File: src/rtl/al_set_control_pkg.sv
// Shared alarm-set types and constants: FSM state encoding, field indices, time limits.
package al_pkg;

    typedef enum logic [1:0] {
        IDLE  = 2'd0,
        SET_H = 2'd1,
        SET_M = 2'd2,
        SET_S = 2'd3
    } state_t;

    // Bit positions of each field inside the one-hot target select.
    localparam int FIELD_H = 2;
    localparam int FIELD_M = 1;
    localparam int FIELD_S = 0;

    localparam logic [6:0] HOUR_MAX   = 7'd23;
    localparam logic [6:0] MINSEC_MAX = 7'd59;

    // The external hour counter wraps at 59; fold it into 0..23, treating an
    // out-of-range value reached from 0 as a decrement wrap.
    function automatic logic [6:0] fold_hour(input logic [6:0] cnt, input logic [6:0] prev);
        logic [6:0] res;
        res = cnt;
        if (cnt > HOUR_MAX) begin
            res = (prev == 7'd0) ? HOUR_MAX : 7'd0;
        end
        return res;
    endfunction

endpackage

File: src/rtl/al_set_control_ring_timer.sv
// Loadable down-counter shared by the ring duration and the snooze delay.
module al_ring_timer #(
    parameter int W = 18
) (
    input  logic         CLK,
    input  logic         RST,
    input  logic         load,
    input  logic [W-1:0] load_val,
    input  logic         count_en,
    output logic         zero
);

    logic [W-1:0] count;

    always_ff @(posedge CLK) begin
        if (RST) begin
            count <= '0;
        end else if (load) begin
            count <= load_val;
        end else if (count_en && count != '0) begin
            count <= count - 1'b1;
        end
    end

    assign zero = (count == '0);

endmodule

File: src/rtl/al_set_control.sv
// Alarm set/arm/ring controller. Optional snooze on BTN_INC is enabled by `define AL_SNOOZE_EN.
module al_set_control
    import al_pkg::*;
#(
    parameter int RING_CYCLES   = 250000,
    parameter int SNOOZE_CYCLES = 500000
) (
    input  logic       CLK,
    input  logic       RST,
    input  logic       BTN_SET,
    input  logic       BTN_INC,
    input  logic [6:0] CNT_H,
    input  logic [6:0] CNT_M,
    input  logic [6:0] CNT_S,
    input  logic [6:0] CUR_H,
    input  logic [6:0] CUR_M,
    input  logic [6:0] CUR_S,
    output logic       SET_FLAG,
    output logic [2:0] TGT,
    output logic       PREV_SET,
    output logic [6:0] AL_H,
    output logic [6:0] AL_M,
    output logic [6:0] AL_S,
    output logic       ARMED,
    output logic       RING,
    output state_t     STATE
);

    localparam int TMAX = (RING_CYCLES > SNOOZE_CYCLES) ? RING_CYCLES : SNOOZE_CYCLES;
    localparam int TW   = $clog2(TMAX + 1);

    state_t        state, state_next;
    logic          set_rise, cur_eq_al, match, match_hold;
    logic          timer_load, timer_en, timer_zero;
    logic [TW-1:0] timer_val;
    logic          snoozing, snooze_start, snooze_expire;

    assign set_rise  = BTN_SET & ~PREV_SET;
    assign cur_eq_al = (CUR_H == AL_H) && (CUR_M == AL_M) && (CUR_S == AL_S);
    // A SET rise wins over a coincident match, so it suppresses the ring here.
    assign match = (state == IDLE) && ARMED && !RING && !snoozing && !match_hold
                   && cur_eq_al && !set_rise;

`ifdef AL_SNOOZE_EN
    logic prev_inc, inc_rise;
    assign inc_rise      = BTN_INC & ~prev_inc;
    assign snooze_start  = RING & inc_rise & ~set_rise;
    assign snooze_expire = snoozing & timer_zero & ~set_rise;

    always_ff @(posedge CLK) begin
        if (RST) begin
            prev_inc <= 1'b0;
            snoozing <= 1'b0;
        end else begin
            prev_inc <= BTN_INC;
            if (snooze_start) begin
                snoozing <= 1'b1;
            end else if (snooze_expire || (snoozing && set_rise)) begin
                snoozing <= 1'b0;
            end
        end
    end
`else
    logic unused_inc;
    assign unused_inc    = BTN_INC;
    assign snoozing      = 1'b0;
    assign snooze_start  = 1'b0;
    assign snooze_expire = 1'b0;
`endif

    assign timer_load = match | snooze_start | snooze_expire;
    assign timer_val  = snooze_start ? TW'(SNOOZE_CYCLES - 1) : TW'(RING_CYCLES - 1);
    assign timer_en   = RING | snoozing;

    al_ring_timer #(.W(TW)) u_timer (
        .CLK      (CLK),
        .RST      (RST),
        .load     (timer_load),
        .load_val (timer_val),
        .count_en (timer_en),
        .zero     (timer_zero)
    );

    always_ff @(posedge CLK) begin
        if (RST) begin
            state <= IDLE;
        end else begin
            state <= state_next;
        end
    end

    always_comb begin
        state_next = state;
        TGT        = 3'b000;
        SET_FLAG   = (state != IDLE);
        case (state)
            IDLE: begin
                if (set_rise && !RING) state_next = SET_H;
            end
            SET_H: begin
                TGT[FIELD_H] = 1'b1;
                if (set_rise) state_next = SET_M;
            end
            SET_M: begin
                TGT[FIELD_M] = 1'b1;
                if (set_rise) state_next = SET_S;
            end
            SET_S: begin
                TGT[FIELD_S] = 1'b1;
                if (set_rise) state_next = IDLE;
            end
            default: state_next = IDLE;
        endcase
    end

    always_ff @(posedge CLK) begin
        if (RST) begin
            PREV_SET   <= 1'b0;
            AL_H       <= '0;
            AL_M       <= '0;
            AL_S       <= '0;
            ARMED      <= 1'b0;
            RING       <= 1'b0;
            match_hold <= 1'b0;
        end else begin
            PREV_SET <= BTN_SET;
            case (state)
                IDLE: begin
                    if (set_rise && !RING) begin
                        AL_H  <= '0;
                        AL_M  <= '0;
                        AL_S  <= '0;
                        ARMED <= 1'b0;
                    end
                end
                SET_H: AL_H <= fold_hour(CNT_H, AL_H);
                SET_M: AL_M <= CNT_M;
                SET_S: begin
                    AL_S <= CNT_S;
                    if (set_rise) ARMED <= 1'b1;
                end
                default: ;
            endcase
            if (RING && (set_rise || snooze_start || timer_zero)) begin
                RING <= 1'b0;
            end else if (match || snooze_expire) begin
                RING <= 1'b1;
            end
            // One ring per matched second: hold until the seconds move on.
            if (match) begin
                match_hold <= 1'b1;
            end else if (CUR_S != AL_S) begin
                match_hold <= 1'b0;
            end
        end
    end

    assign STATE = state;

endmodule

File: config.mk
export PLATFORM = sky130hd
export DESIGN_NAME = al_set_control
export DESIGN_NICKNAME = d
export VERILOG_FILES = /design/src/rtl/al_set_control_pkg.sv /design/src/rtl/al_set_control_ring_timer.sv /design/src/rtl/al_set_control.sv
export SDC_FILE = /design/constraint.sdc
export NUM_CORES = 1
export LEC_CHECK = 0
export ABC_AREA = 1
export BUFFER_PORTS_ARGS = -buffer_cell sky130_fd_sc_hd__buf_2
export CORE_AREA = 2 2 84 146
export CTS_CLUSTER_SIZE = 20
export DETAILED_ROUTE_END_ITERATION = 8
export DIE_AREA = 0 0 86 148
export PLACE_DENSITY = 0.53
export SKIP_CTS_REPAIR_TIMING = 1
export SYNTH_ARGS = -nofsm -noshare
export SYNTH_HDL_FRONTEND = slang
export SYNTH_SLANG_ARGS = --single-unit
File: constraint.sdc
create_clock -name CLK -period 2.03 [get_ports CLK]
set_clock_uncertainty 0.05 [all_clocks]
set_input_delay 0.1015 -clock CLK [delete_from_list [all_inputs] [get_ports CLK]]
set_output_delay 0.1015 -clock CLK [all_outputs]
set_load 0.01 [all_outputs]
==> impl_results.md <==
- Status: complete, but fails checks
- Failing checks: hold timing
- Max clock buf depth: 2
- Fill count: 1,239
- Gate power share: 0.348
- Vert. Die Dim: 148 um
- Worst Hold Class: in2reg
- Switching power: 1.05 mW
- Final WL: 8440 um
- Fin util: 0.304
- Initial core utilization: 0.243
- Worst rel slew slack: 0.587
- Tcrit/Tclk final: 0.880
- Slew Limit Fails: 0
- Endpoint type of the worst setup path: flop
- Most common cell after layout, fill and taps aside: nand2_1
- Setup total negative slack: 0 ps
- Drc violations: 0
- Fmax: 560 MHz
- Avg Cell Area, Syn: 6.43 sq um
- Area of the die: 12,700 sq um
- Max-Cap Viols: 0
- Biggest area consumer among synthesized cells: dfxtp_1
- Leak: 1.76 nW
- Worst Max-Slew Pin Slew: 612 ps
- Clock insertion delay at the later pin of the skew report: 290 ps
- Fraction of layout cells with a size suffix above 1: 0.208
- Switch share: 0.367
- Vias in the first global route: 2,952
- IO Count: 76
- Worst-path fanout max: 16
- Yosys top cell area share: 0.329
- Startpoint class of the critical path: flop
- Clock share of power: 0.278
- Row cnt: 52
- DR vias: 2,939
- 1st-iter DRT viols: 104
- Die width: 86 um
- Post-Syn Nets: 489
- Post-synthesis sequential area ratio: 0.329
- Initial antenna violation count: 0
- Layout Cells excl Fill: 653
- Mapped Cells: 436
- Flops & latches, synth: 46
- Post-Syn Area: 2800 sq um
- Crit path kind: reg2reg
- Worst path required time: 2160 ps
- CTS root buf: clkbuf_16
- Critical path arrival: 1920 ps
- Area contributors post-synth: dfxtp_1 (33%), nand2_1 (13%), nor2_1 (8.8%)
- CTS tree: done
- Total CTS buffers: 5
- Routability cong.: 0.814
- H-tree depth: 2
- Total grt overflow: 0
- PD cells: 818 nW/um^2
- CTS Sinks: 46
- Seq pwr share: 0.374
- Internal power: 1.81 mW
- Via density: 4.50
- Setup-failing EPs final: 0
- Warnings, synthesis: 0
- Core Region: 11,500 sq um
- Fin crit period: 1790 ps
- Hold Vio Cnt, Final: 1
- Post-DRT Antenna Nets: 0
- N_diodes: 0
- Synth cell types: 31
- Drt pass-1 iters: 4
- Clk slew on worst S/H paths: 60 ps
- Area Overhead vs Synth: 25.0%
- Worst VDD drop: 0.422 mV
- Port Buffer Count: 74
- Unrepaired setup endpoints after global routing: false
- Dpl cells: 646
- Wirelength per Cell: 12.9 um
- Hold Worst Slack: -11.4 ps
- First-pass GRT wire length: 13,700 um
- Largest net degree at the start of global routing: 27
- Tot GR Track Use: 0.136
- Commonest non-fill, non-tap cells in the layout: nand2_1 (99), buf_2 (74), nor2_1 (66), inv_1 (56), nand3_1 (47)
- Nets@finish: 571
- Final HPWL DP: 6910 um
==> flip-flops by register name (all words and copies together) (netlist names) <==
signal         flops
AL_M               7
ARMED              1
AL_S               7
STATE              2
match_hold         1
AL_H               7
RING               1
PREV_SET           1
u_timer.count     19
==> power groups by stage <==
| stage | clock network (mW) | logic, mW | registers [mW] |
|---|---|---|---|
| 2_1_floorplan | 0 | 0.567 | 1.11 |
| 3_3_place_gp | 0 | 0.998 | 1.09 |
| 3_5_place_dp | 0 | 1.01 | 1.09 |
| 4_1_cts | 0.822 | 1.01 | 1.07 |
| 5_1_grt | 0.846 | 1.11 | 1.08 |
| 6_report | 0.797 | 0.998 | 1.07 |
==> final cells by class <==
| class | count | area [sq um] | area share |
|---|---|---|---|
| multi-input combinational | 322 | 1600 | 0.456 |
| sequential | 46 | 921 | 0.263 |
| timing repair buffer | 86 | 460 | 0.131 |
| inverter | 57 | 219 | 0.0625 |
| tap | 135 | 169 | 0.0482 |
| clock buffer | 6 | 129 | 0.0368 |
| clock inverter | 1 | 7.51 | 0.00214 |
==> critical path, stage by stage, from the launching register on <==
cell     delay, ps
dfxtp_1        370
inv_1          110
ha_1           280
buf_4          170
nand3_1        150
buf_4          250
a21oi_1         90
o21ba_2        200
==> layer usage <==
layer	vias to the layer above	GRT usage	wire [um]
met4	0	0.0659	331
met3	15	0.0179	214
met2	58	0.266	4810
met1	1313	0.135	3090
met5	-	0	0
li1	1553	-	-
==> cells in the mapped netlist, drive strengths merged <==
library cell / number
o41ai: 1
o22ai: 1
dfxtp: 46
nand3: 48
o21ai: 24
nand2: 105
nor2: 72
xnor2: 4
clkbuf: 6
a21oi: 28
buf: 5
inv: 57
nand4: 10
and3: 1
o21ba: 1
nor3b: 1
o31ai: 1
xor2: 12
ha: 7
nor3: 5
a211oi: 1
==> metrics by stage <==
stage	setup slack [ps]	total power, mW	instance area, sq um
floorplan	397	1.68	2800
global placement	270	2.09	3370
detailed placement	266	2.10	3370
CTS	248	2.91	3500
global route	119	3.04	3500
finish	243	2.87	3500
==> path summary, 6_finish.rpt <==
check | slack [ps] | from | endpoint | cells after the start
worst max-delay path | 240 | STATE[0] | ARMED | 7
worst min-delay path | -10 | BTN_SET | PREV_SET | 3
worst max register to register | 240 | STATE[0] | ARMED | 7
worst min register to register | 420 | match_hold | match_hold | 2
==> cell families after synthesis <==
kind of cell	Yosys count	share of synthesized area
AOI/OAI and AO/OA	57	0.108
xor gates and xnor gates	16	0.0500
adders and majority gates	7	0.0312
buffers and inverters	68	0.101
DFF	46	0.329
and+or+nand+nor	242	0.381
Power figures use the tool's default switching activity.
